## config.mk

```make
export PLATFORM = sky130hd
export DESIGN_NAME = cordic_polar_to_rect_flat
export DESIGN_NICKNAME = d
export VERILOG_FILES = /design/src/rtl/cordic_polar_to_rect_if.sv /design/src/rtl/cordic_polar_to_rect.sv /design/src/flat_wrapper.sv
export SDC_FILE = /design/constraint.sdc
export NUM_CORES = 1
export LEC_CHECK = 0
export ABC_CLOCK_PERIOD_IN_PS = 4700
export CELL_PAD_IN_SITES_DETAIL_PLACEMENT = 0
export CELL_PAD_IN_SITES_GLOBAL_PLACEMENT = 1
export CORE_ASPECT_RATIO = 0.8
export CORE_MARGIN = 2
export CORE_UTILIZATION = 40
export DETAILED_ROUTE_END_ITERATION = 12
export PLACE_DENSITY = 0.77
export SLEW_MARGIN = 20
export SYNTH_ARGS = -nofsm -noshare
export SYNTH_HDL_FRONTEND = slang
export SYNTH_SLANG_ARGS = --single-unit
```

## constraint.sdc

```tcl
create_clock -name clk_cal -period 4.7 [get_ports clk_cal]
set_clock_uncertainty 0.2 [all_clocks]
set_input_delay 0.47 -clock clk_cal [delete_from_list [all_inputs] [get_ports clk_cal]]
set_output_delay 0.47 -clock clk_cal [all_outputs]
set_load 0.02 [all_outputs]
```

## src/rtl/cordic_polar_to_rect_if.sv

```systemverilog
// Bin transfer bus of the polar-to-rect CORDIC: polar bin in, packed {re,im} out.
// The master side is the bin source and result sink; the slave side is the converter.
interface cordic_polar_to_rect_if #(
  parameter int WIDTH = 16
);
  logic                    in_valid;
  logic                    in_ready;
  logic [WIDTH-1:0]        in_mag;
  logic signed [15:0]      in_phase;
  logic [4:0]              in_freq;
  logic                    out_valid;
  logic                    out_ready;
  logic [2*WIDTH-1:0]      out_data;
  logic [4:0]              out_freq;
  logic                    busy;

  modport master (
    output in_valid, in_mag, in_phase, in_freq, out_ready,
    input  in_ready, out_valid, out_data, out_freq, busy
  );

  modport slave (
    input  in_valid, in_mag, in_phase, in_freq, out_ready,
    output in_ready, out_valid, out_data, out_freq, busy
  );
endinterface

```

## src/rtl/cordic_polar_to_rect.sv

```systemverilog
// Iterative rotation-mode CORDIC turning one polar bin (magnitude, whole-degree phase) into {re,im}.
// Build option CORDIC_GAIN_COMP_EN: scale the result by 39/64 to cancel the CORDIC gain K.
module cordic_polar_to_rect #(
  parameter int ITER  = 8,
  parameter int WIDTH = 16
) (
  input  logic                    clk_cal,
  input  logic                    rst,
  cordic_polar_to_rect_if.slave   bus
);

  localparam int DW = WIDTH + 2;
  localparam int ZW = 16;
  localparam int CW = 3;
  localparam logic [CW-1:0] LAST_ITER = CW'(ITER - 1);
  localparam logic signed [DW-1:0] SAT_MAX = DW'((2 ** (WIDTH - 1)) - 1);
  localparam logic signed [DW-1:0] SAT_MIN = -DW'(2 ** (WIDTH - 1));
`ifdef CORDIC_GAIN_COMP_EN
  localparam logic signed [DW+5:0] GAIN = (DW + 6)'(39);
`endif

  typedef enum logic [1:0] {
    IDLE   = 2'd0,
    ROTATE = 2'd1,
    SCALE  = 2'd2,
    DONE   = 2'd3
  } state_t;

  state_t                  state_q, state_d;
  logic signed [DW-1:0]    x_q, x_d;
  logic signed [DW-1:0]    y_q, y_d;
  logic signed [ZW-1:0]    z_q, z_d;
  logic [CW-1:0]           cnt_q, cnt_d;
  logic                    neg_q, neg_d;
  logic [4:0]              freq_q, freq_d;
  logic [2*WIDTH-1:0]      out_data_q, out_data_d;

  logic signed [15:0]      ph_in;
  logic signed [15:0]      ph_clamp;
  logic signed [15:0]      ph_fold;
  logic                    neg_load;
  logic signed [DW-1:0]    dx, dy;
  logic signed [DW-1:0]    xs, ys;

  function automatic logic signed [ZW-1:0] atan_lut(input logic [CW-1:0] idx);
    case (idx)
      3'd0:    return 16'sd2880;
      3'd1:    return 16'sd1700;
      3'd2:    return 16'sd898;
      3'd3:    return 16'sd456;
      3'd4:    return 16'sd229;
      3'd5:    return 16'sd115;
      3'd6:    return 16'sd57;
      default: return 16'sd29;
    endcase
  endfunction

  function automatic logic [WIDTH-1:0] sat(input logic signed [DW-1:0] v);
    if (v > SAT_MAX) begin
      return WIDTH'(SAT_MAX);
    end else if (v < SAT_MIN) begin
      return WIDTH'(SAT_MIN);
    end
    return WIDTH'(v);
  endfunction

  assign ph_in = bus.in_phase;

  // Phase is clamped to one turn, then folded into [-90,90] so the 8-entry table can reach it.
  always_comb begin
    ph_clamp = ph_in;
    if (ph_in > 16'sd180) begin
      ph_clamp = 16'sd180;
    end else if (ph_in < -16'sd180) begin
      ph_clamp = -16'sd180;
    end
    ph_fold  = ph_clamp;
    neg_load = 1'b0;
    if (ph_clamp > 16'sd90) begin
      ph_fold  = ph_clamp - 16'sd180;
      neg_load = 1'b1;
    end else if (ph_clamp < -16'sd90) begin
      ph_fold  = ph_clamp + 16'sd180;
      neg_load = 1'b1;
    end
  end

  assign dx = x_q >>> cnt_q;
  assign dy = y_q >>> cnt_q;
  assign xs = neg_q ? -x_q : x_q;
  assign ys = neg_q ? -y_q : y_q;

  always_comb begin
    state_d    = state_q;
    x_d        = x_q;
    y_d        = y_q;
    z_d        = z_q;
    cnt_d      = cnt_q;
    neg_d      = neg_q;
    freq_d     = freq_q;
    out_data_d = out_data_q;

    case (state_q)
      IDLE: begin
        if (bus.in_valid) begin
          x_d     = {2'b00, bus.in_mag};
          y_d     = '0;
          z_d     = ph_fold <<< 6;
          cnt_d   = '0;
          neg_d   = neg_load;
          freq_d  = bus.in_freq;
          state_d = ROTATE;
        end
      end

      ROTATE: begin
        if (!z_q[ZW-1]) begin
          x_d = x_q - dy;
          y_d = y_q + dx;
          z_d = z_q - atan_lut(cnt_q);
        end else begin
          x_d = x_q + dy;
          y_d = y_q - dx;
          z_d = z_q + atan_lut(cnt_q);
        end
        if (cnt_q == LAST_ITER) begin
          cnt_d   = '0;
          state_d = SCALE;
        end else begin
          cnt_d = cnt_q + 3'd1;
        end
      end

      // First SCALE cycle applies sign and gain, the second saturates into the output register,
      // keeping the multiplier and the clamp in separate cycles.
      SCALE: begin
        if (cnt_q == '0) begin
`ifdef CORDIC_GAIN_COMP_EN
          x_d = DW'(((DW + 6)'(xs) * GAIN) >>> 6);
          y_d = DW'(((DW + 6)'(ys) * GAIN) >>> 6);
`else
          x_d = xs;
          y_d = ys;
`endif
          neg_d = 1'b0;
          cnt_d = 3'd1;
        end else begin
          out_data_d = {sat(x_q), sat(y_q)};
          cnt_d      = '0;
          state_d    = DONE;
        end
      end

      DONE: begin
        if (bus.out_ready) begin
          state_d = IDLE;
        end
      end

      default: begin
        state_d = IDLE;
      end
    endcase
  end

  always_ff @(posedge clk_cal) begin
    if (rst) begin
      state_q    <= IDLE;
      x_q        <= '0;
      y_q        <= '0;
      z_q        <= '0;
      cnt_q      <= '0;
      neg_q      <= 1'b0;
      freq_q     <= '0;
      out_data_q <= '0;
    end else begin
      state_q    <= state_d;
      x_q        <= x_d;
      y_q        <= y_d;
      z_q        <= z_d;
      cnt_q      <= cnt_d;
      neg_q      <= neg_d;
      freq_q     <= freq_d;
      out_data_q <= out_data_d;
    end
  end

  assign bus.in_ready  = (state_q == IDLE);
  assign bus.out_valid = (state_q == DONE);
  assign bus.busy      = (state_q != IDLE);
  assign bus.out_data  = out_data_q;
  assign bus.out_freq  = freq_q;

endmodule

```

## src/flat_wrapper.sv

```systemverilog
// flat-port wrapper written by rule: the top's interface ports become plain ports
module cordic_polar_to_rect_flat 
#(
  parameter int ITER  = 8,
  parameter int WIDTH = 16
)
  (clk_cal, rst, bus_in_valid, bus_in_mag, bus_in_phase, bus_in_freq, bus_out_ready, bus_in_ready, bus_out_valid, bus_out_data, bus_out_freq, bus_busy);
  cordic_polar_to_rect_if #(.WIDTH(WIDTH)) bus_i ();
  input  logic clk_cal;
  input  logic rst;
  input wire logic [$bits(bus_i.in_valid)-1:0] bus_in_valid;
  input wire logic [$bits(bus_i.in_mag)-1:0] bus_in_mag;
  input wire logic [$bits(bus_i.in_phase)-1:0] bus_in_phase;
  input wire logic [$bits(bus_i.in_freq)-1:0] bus_in_freq;
  input wire logic [$bits(bus_i.out_ready)-1:0] bus_out_ready;
  output wire logic [$bits(bus_i.in_ready)-1:0] bus_in_ready;
  output wire logic [$bits(bus_i.out_valid)-1:0] bus_out_valid;
  output wire logic [$bits(bus_i.out_data)-1:0] bus_out_data;
  output wire logic [$bits(bus_i.out_freq)-1:0] bus_out_freq;
  output wire logic [$bits(bus_i.busy)-1:0] bus_busy;
  assign bus_i.in_valid = bus_in_valid;
  assign bus_i.in_mag = bus_in_mag;
  assign bus_i.in_phase = bus_in_phase;
  assign bus_i.in_freq = bus_in_freq;
  assign bus_i.out_ready = bus_out_ready;
  assign bus_in_ready = bus_i.in_ready;
  assign bus_out_valid = bus_i.out_valid;
  assign bus_out_data = bus_i.out_data;
  assign bus_out_freq = bus_i.out_freq;
  assign bus_busy = bus_i.busy;
  cordic_polar_to_rect #(.ITER(ITER), .WIDTH(WIDTH)) u_core (.clk_cal(clk_cal), .rst(rst), .bus(bus_i));
endmodule
```

# Yosys cells after proc, flatten, opt, wreduce, memory -nomap -nowiden
# Index checks and enable logic that the tools add are counted.
[op_classes] addsub=11 order_cmp=8 eq_ne=16 shift=2 mux=50 n_bitwise=1 reduce_logical=13
[op_table] op="16-bit two-way mux" n=14
[op_table] op="18-bit two-way mux" n=8
[op_table] op="18-bit case mux with 3 select lines" n=2
[op_table] op="12-bit case mux with 7 select lines" n=1
[op_table] op="18-bit adder" n=2
[op_table] op="18-bit by 16-bit greater-than comparator with 1-bit output (second input constant)" n=2
[op_table] op="18-bit by 16-bit < comparator with 1-bit output (second input constant)" n=2
[op_table] op="18-bit negator" n=2
[op_table] op="18-bit by 3-bit >>> shifter with 18-bit output" n=2
[op_table] op="18-bit subtractor" n=2
[op_table] op="16-bit case mux with 2 select lines" n=1
[op_table] op="10-bit two-way mux" n=2
[op_table] op="16-bit adder" n=1
[op_table] op="16-bit by 8-bit greater-than comparator with 1-bit output (second input constant)" n=1
[op_table] op="16-bit by 9-bit greater-than comparator with 1-bit output (second input constant)" n=1
[op_table] op="16-bit by 8-bit < comparator with 1-bit output (second input constant)" n=1
[op_table] op="16-bit by 9-bit < comparator with 1-bit output (second input constant)" n=1
[op_table] op="16-bit subtractor" n=1
[op_table] op="1-bit two-way mux" n=13
[op_table] op="3-bit equality test (second input constant)" n=4
[op_table] op="10-bit by 9-bit adder with 10-bit output (second input constant)" n=1
[op_table] op="10-bit by 9-bit subtractor with 10-bit output (second input constant)" n=1
[op_table] op="3-bit case mux with 3 select lines" n=1
[op_table] op="2-bit two-way mux" n=4
[op_table] op="other kinds (18)" n=31
[totals] ff_bits=95 input_bits=41 out_inout_bits=40

# Longest topological paths before layout
[depth] word_depth=8 depth_mapped=23

# Worst setup path before layout
# OpenSTA, ideal clock, no wires.
[synth_timing] path_kind="register -> register" start="reg u_core.cnt_q[0]" end="reg u_core.z_q[15]" setup_time_ps=95 t_arrival_ps=4417 required_time_ps=4405 setup_slack_ps=-12 path_stages_with_launch=22 n_path_buf=3 cell_sequence="dfxtp_1 > inv_1 > clkbuf_1 > clkbuf_1 > ha_1 > clkbuf_1 > nor3_1 > o21ai_0 > nand2_1 > inv_1 > ha_1 > nor2_1 > a21oi_1 > ha_1 > a211oi_1 > o211a_1 > o21ai_1 > o31ai_1 > o21ai_1 > a21o_1 > a211o_1 > a221oi_1"
[synth_between] elab_chain_len=7
[synth_lines] element="from (decl)" line_no="cordic_polar_to_rect.sv:33" rtl="logic [CW-1:0] cnt_q, cnt_d;"
[synth_lines] element="from (signal assigned)" line_no="cordic_polar_to_rect.sv:181" rtl="cnt_q <= cnt_d;"
[synth_lines] element="3-bit equality test (tied with other cells)" line_no="cordic_polar_to_rect.sv:46" rtl="case (idx)"
[synth_lines] element="12-bit case mux with 7 select lines (*)" line_no="cordic_polar_to_rect.sv:46"
[synth_lines] element="16-bit two-way mux" line_no="cordic_polar_to_rect.sv:117" rtl="if (!z_q[ZW-1]) begin"
[synth_lines] element="16-bit two-way mux" line_no="cordic_polar_to_rect.sv:103" rtl="case (state_q)"
[synth_lines] element="16-bit subtractor or 16-bit adder (tied branches)" line_no="cordic_polar_to_rect.sv:120, cordic_polar_to_rect.sv:124"
[synth_lines] element="16-bit two-way mux (*)" line_no="cordic_polar_to_rect.sv:117"
[synth_lines] element="16-bit case mux with 2 select lines (*)" line_no="cordic_polar_to_rect.sv:103"
[synth_lines] element="to (signal assigned)" line_no="cordic_polar_to_rect.sv:180" rtl="z_q <= z_d;"
[synth_lines] element="to (decl)" line_no="cordic_polar_to_rect.sv:32" rtl="logic signed [ZW-1:0] z_q, z_d;"
# Every way passes the cells marked *; elsewhere a longest branch is shown, timed or not. The select of a mux whose other input is x is not followed.
# A chain may end at the register's enable or synchronous reset.

# Final worst setup path
[layout_timing] start="reg u_core.cnt_q[1]" end="reg u_core.x_q[13]"
[layout_between] elab_chain_len=4
[layout_lines] element="18-bit by 3-bit >>> shifter with 18-bit output" line_no="cordic_polar_to_rect.sv:89" rtl="assign dy = y_q >>> cnt_q;"
[layout_lines] element="18-bit subtractor or 18-bit adder (tied branches)" line_no="cordic_polar_to_rect.sv:118, cordic_polar_to_rect.sv:122"
[layout_lines] element="18-bit two-way mux" line_no="cordic_polar_to_rect.sv:117"
[layout_lines] element="18-bit case mux with 3 select lines" line_no="cordic_polar_to_rect.sv:103"
[layout_lines] element="to (signal assigned)" line_no="cordic_polar_to_rect.sv:169" rtl="x_q <= '0;"
[layout_lines] element="to (signal assigned)" line_no="cordic_polar_to_rect.sv:178" rtl="x_q <= x_d;"
[layout_lines] element="to (decl)" line_no="cordic_polar_to_rect.sv:30" rtl="logic signed [DW-1:0] x_q, x_d;"
# Parallel ways exist; a longest one is shown, timed or not.

==> out/qor_table.md <==
| Stage | Metric | Reported |
|:---|:---|:---|
| clocking | Root Driver | sky130_fd_sc_hd__clkbuf_16 |
| cells and area | Area growth syn-to-layout | 17.5% |
| clocking | CTS H-tree lvls | 3 |
| synthesis | Fraction of the mapped netlist area in compound gates | 25.5% |
| die | Area inside the core boundary | 24500 sq um |
| hold path | Hold Crit Class | reg -> reg |
| placement | Post-Place Cells | 1723 |
| power and ir drop | Total power draw | 9.13 mW |
| synthesis | Yosys warning count | 0 |
| routing | Count of nets left with antenna violations after detail routing | 0 |
| synthesis | Share of the yosys chip area belonging to registers | 18.9% |
| clocking | Clock latency of the later-clocked register in the worst-skew pair | 370 ps |
| sta | Unrepaired setup endpoints after global routing | yes |
| run | Max_cap viols | 0 |
| critical path | CP arrival | 4500 ps |
| critical path | Critical path launch point type | flop |
| global route | Total global routing overflow | 0 |
| synthesis | Dominant combinational cell family by area after synthesis | compound AO/OA/AOI/OAI gates |
| die | Height of the die | 146 microns |
| cells and area | Number of nets at the end of the flow | 1534 |
| routing | Total via count after detailed routing | 10200 |
| global route | Global-route wire length before repair | 51300 microns |
| critical path | Register-to-Register Path Depth | 18 |
| synthesis | Mean cell area of the mapped netlist | 7.40 sq um |
| synthesis | Gate count after technology mapping | 1356 |
| synthesis | Post-synthesis net count | 1470 |
| global route | Vias in the first global route | 9172 |
| synthesis | Number of synthesized flops with an enable pin | 0 |
| routing | Initial DRC Count | 925 |
| cells and area | Non-filler cells, final | 1743 |
| synthesis | Ys flop type | sky130_fd_sc_hd__dfxtp_1 |
| cells and area | Number of fill cells | 2482 |
| sta | Min setup slack post-route | 237 ps |
| die | Overall die area | 26400 sq um |
| clocking | Clock Sink Count | 95 |
| clocking | Number of buffers created by CTS | 9 |
| synthesis | Fraction of registers with async set/reset | 0% |
| routing | First drt pass iteration count | 5 |
| sta | Post-route clock period utilization | 95.0% |
| critical path | WS Path Type | reg -> reg |
| critical path | Worst setup startpoint | u_core.cnt_q[1]$_SDFFE_PP0P_ |
| sta | Count of endpoints failing setup in the final report | 0 |
| die | Top-Level Pins | 81 |
| synthesis | Yosys top cell area share | 18.9% |
| routing | Via-per-instance ratio | 5.83 |
| critical path | Endpoint class of the critical path | flop |
| critical path | FF-to-FF Start | u_core.cnt_q[1]$_SDFFE_PP0P_ |
| synthesis | Share of cell area taken by muxes after synthesis | 8.60% |
| placement | Worst Setup Slack post-DPL | -92.2 ps |
| die | Die span in x | 181 microns |
| critical path | Endpoint of the worst-slack reg-to-reg timing path | u_core.x_q[13]$_SDFFE_PP0P_ |
| global route | Initial antenna violation count | 0 |
| critical path | Required time at the endpoint of the critical path | 4730 ps |
| synthesis | Xor and xnor area share after synthesis | 8.55% |
| synthesis | Synth Area in Adders | 9.32% |
| synthesis | Yosys cell types | 92 |
| placement | Final GP Congestion | 0.900 |
| sta | Max Slew Vio Count | 0 |
| synthesis | Synthesized-area fraction occupied by and/or/nand/nor cells | 23.1% |
| die | Starting density of the core | 41.0% |
| sta | Count of final hold-check violations | 0 |
| synthesis | Flip-flop and latch count after synthesis | 95 |
| global route | Largest net degree at the start of global routing | 54 |
| sta | Period minus WS final | 4460 ps |
| sta | Pin slew with the least headroom to its limit | 1020 ps |
| power and ir drop | Cell leakage power | 4.56 nW |
| cells and area | Final core utilization | 48.1% |
| placement | Dpl hpwl | 24300 microns |
| synthesis | Top post-synthesis cells by area | sky130_fd_sc_hd__dfxtp_1 19%, sky130_fd_sc_hd__ha_1 8.7%, sky130_fd_sc_hd__a21oi_1 6.6% |
| critical path | Worst reg-to-reg setup slack | 240 ps |
| sta | Peak Freq | 224 MHz |
| critical path | Worst Path Max Fanout | 10 |
| power and ir drop | Pwr Density | 774 nW/um^2 |
| sta | Sum of negative setup slack | 0 ps |
| clocking | Maximum clock insertion buffer count | 2 |
| clocking | Clock slew at the register clock pins of the worst setup and hold paths | 80 ps |
| clocking | Hold buffer count at CTS | 0 |
| synthesis | Synth Cell Area | 10000 sq um |
| synthesis | Cell accounting for the most synthesized area | sky130_fd_sc_hd__dfxtp_1 |
| sta | Worst max-slew margin expressed relative to the limit | 31.8% |
| global route | Global-route usage over all layers | 24.1% |
| cells and area | Diodes inserted | 0 |
| routing | Number of remaining DRC errors | 0 |
| routing | Average detailed-routed wire length per instance | 18.5 microns |
| routing | Total wirelength of the detailed-routed design | 32300 microns |
| placement | Number of buffers added on ports | 80 |
| power and ir drop | Worst voltage drop across the vdd grid | 0.000330 V |
| critical path | CP endpoint | u_core.x_q[13]$_SDFFE_PP0P_ |
| clocking | CTS tree | built |
| run status | Run status | completed |
| die | FP Rows | 51 |
| cells and area | Layout cell share with drive strength beyond 1 | 10.9% |
## state kept, by name, indices dropped and copies added (netlist names)
register and flops:
u_core.y_q 18, u_core.bus.out_freq 5, u_core.bus.out_data 32, u_core.neg_q 1, u_core.x_q 18, u_core.state_q 2
u_core.z_q 16, u_core.cnt_q 3
## worst max-delay path, stage by stage, from the launching register on
cell and delay (ps):
sky130_fd_sc_hd__dfxtp_4 430, sky130_fd_sc_hd__buf_4 140, sky130_fd_sc_hd__mux4_2 550, sky130_fd_sc_hd__mux2i_2 270, sky130_fd_sc_hd__nand4_2 210, sky130_fd_sc_hd__nor2b_4 200
sky130_fd_sc_hd__and2b_1 170, sky130_fd_sc_hd__and4b_1 210, sky130_fd_sc_hd__o221ai_1 120, sky130_fd_sc_hd__o21a_1 130, sky130_fd_sc_hd__ha_1 330, sky130_fd_sc_hd__a21oi_1 140
sky130_fd_sc_hd__o21ai_1 110, sky130_fd_sc_hd__a31oi_1 260, sky130_fd_sc_hd__o311ai_1 160, sky130_fd_sc_hd__xor2_1 170, sky130_fd_sc_hd__a221o_1 350, sky130_fd_sc_hd__o211ai_1 80
sky130_fd_sc_hd__a21oi_1 80
## cells in the mapped netlist, types with 10 or more instances
cell type / count
sky130_fd_sc_hd__dfxtp_1: 95
sky130_fd_sc_hd__or3_1: 10
sky130_fd_sc_hd__inv_1: 43
sky130_fd_sc_hd__a221oi_1: 12
sky130_fd_sc_hd__ha_1: 70
sky130_fd_sc_hd__xor2_1: 30
sky130_fd_sc_hd__xnor2_1: 68
sky130_fd_sc_hd__o21a_1: 13
sky130_fd_sc_hd__o21ai_0: 57
sky130_fd_sc_hd__o22ai_1: 13
sky130_fd_sc_hd__buf_2: 17
sky130_fd_sc_hd__clkbuf_1: 71
sky130_fd_sc_hd__mux2i_1: 37
sky130_fd_sc_hd__nor2b_1: 17
sky130_fd_sc_hd__mux4_2: 13
sky130_fd_sc_hd__a31oi_1: 14
sky130_fd_sc_hd__nand2_1: 106
sky130_fd_sc_hd__nor2_1: 176
sky130_fd_sc_hd__and3_1: 10
sky130_fd_sc_hd__a211oi_1: 18
sky130_fd_sc_hd__a21oi_1: 133
sky130_fd_sc_hd__nand3_1: 28
sky130_fd_sc_hd__nand2b_1: 11
sky130_fd_sc_hd__a21o_1: 10
sky130_fd_sc_hd__nor3_1: 72
## report_power, final
| group | leakage, nW | internal [mW] | total, mW | switching [mW] |
|---|---|---|---|---|
| Sequential | 0.775 | 0.981 | 1.24 | 0.257 |
| Combinational | 3.60 | 2.96 | 6.97 | 4.01 |
| Clock | 0.179 | 0.566 | 0.921 | 0.354 |
## through the flow
stage               area [sq um]  hold WS (ps)
CTS                        11700           263
global placement           11400           242
global route               11800           273
detailed placement         11400           251
floorplan                  10000           236
finish                     11800           258
## worst min-delay path by stage
stage	slack, ps	end	from	cells past startpoint
after floorplan	240	u_core.z_q[3]$_SDFFE_PP0P_	u_core.z_q[3]$_SDFFE_PP0P_	2
after global placement	240	u_core.bus.out_freq[1]$_SDFFE_PP0P_	u_core.bus.out_freq[1]$_SDFFE_PP0P_	2
after detailed placement	250	u_core.bus.out_freq[4]$_SDFFE_PP0P_	u_core.bus.out_freq[4]$_SDFFE_PP0P_	2
after CTS	260	u_core.z_q[0]$_SDFFE_PP0P_	u_core.z_q[0]$_SDFFE_PP0P_	2
after global routing	270	u_core.z_q[0]$_SDFFE_PP0P_	u_core.z_q[0]$_SDFFE_PP0P_	2
final	260	u_core.bus.out_freq[4]$_SDFFE_PP0P_	u_core.bus.out_freq[4]$_SDFFE_PP0P_	2
## what timing repair did
action                                  4_1_cts  5_1_grt
buffers inserted                              0        4
hold endpoints to repair                      0        0
endpoints found under the setup margin        0       15
gates resized for setup                       0       15
## metal layers
layer  global-route usage [%]  part of all wire (%)  vias to the layer above  wire (microns)
met1                     38.6                    52                     4737           16800
met2                     33.9                    40                      346           13100
met3                     3.10                   6.5                       24            2110
li1                         -                     -                     5060               -
met5                        0                     0                        -               0
met4                     5.04                   1.1                        0             369
## area by class of cell
cell class | count | area [sq um] | share of cell area (%)
multi-input combinational | 1115 | 7580 | 64.3
timing repair buffer | 153 | 1370 | 11.6
inverter | 46 | 176 | 1.50
sequential | 95 | 1910 | 16.2
clock inverter | 4 | 98.8 | 0.838
clock buffer | 12 | 267 | 2.26
tap | 318 | 398 | 3.37
## cells by family after synthesis
| kind of cell | after synthesis |
|---|---|
| compound gates | 390 |
| xor+xnor | 98 |
| fa+ha+maj | 73 |
| buf+inv | 146 |
| flops | 95 |
| mux | 64 |
| simple gates | 490 |
## cells in the final DEF (no fill, tap or decap), types with 10 or more instances in the layout
cell type / n
sky130_fd_sc_hd__a211oi_1: 17
sky130_fd_sc_hd__a21o_1: 10
sky130_fd_sc_hd__a21oi_1: 132
sky130_fd_sc_hd__a221oi_1: 12
sky130_fd_sc_hd__a31oi_1: 14
sky130_fd_sc_hd__and3_1: 10
sky130_fd_sc_hd__buf_4: 72
sky130_fd_sc_hd__clkdlybuf4s50_1: 79
sky130_fd_sc_hd__dfxtp_1: 92
sky130_fd_sc_hd__ha_1: 69
sky130_fd_sc_hd__inv_1: 42
sky130_fd_sc_hd__mux2i_1: 36
sky130_fd_sc_hd__mux4_2: 13
sky130_fd_sc_hd__nand2_1: 106
sky130_fd_sc_hd__nand2b_1: 11
sky130_fd_sc_hd__nand3_1: 28
sky130_fd_sc_hd__nor2_1: 176
sky130_fd_sc_hd__nor2b_1: 17
sky130_fd_sc_hd__nor3_1: 72
sky130_fd_sc_hd__o21a_1: 13
sky130_fd_sc_hd__o21ai_0: 55
sky130_fd_sc_hd__o21ai_1: 10
sky130_fd_sc_hd__o22ai_1: 13
sky130_fd_sc_hd__or3_1: 10
sky130_fd_sc_hd__xnor2_1: 68
sky130_fd_sc_hd__xor2_1: 30
Note: power is estimated with default switching activity, not from simulation.
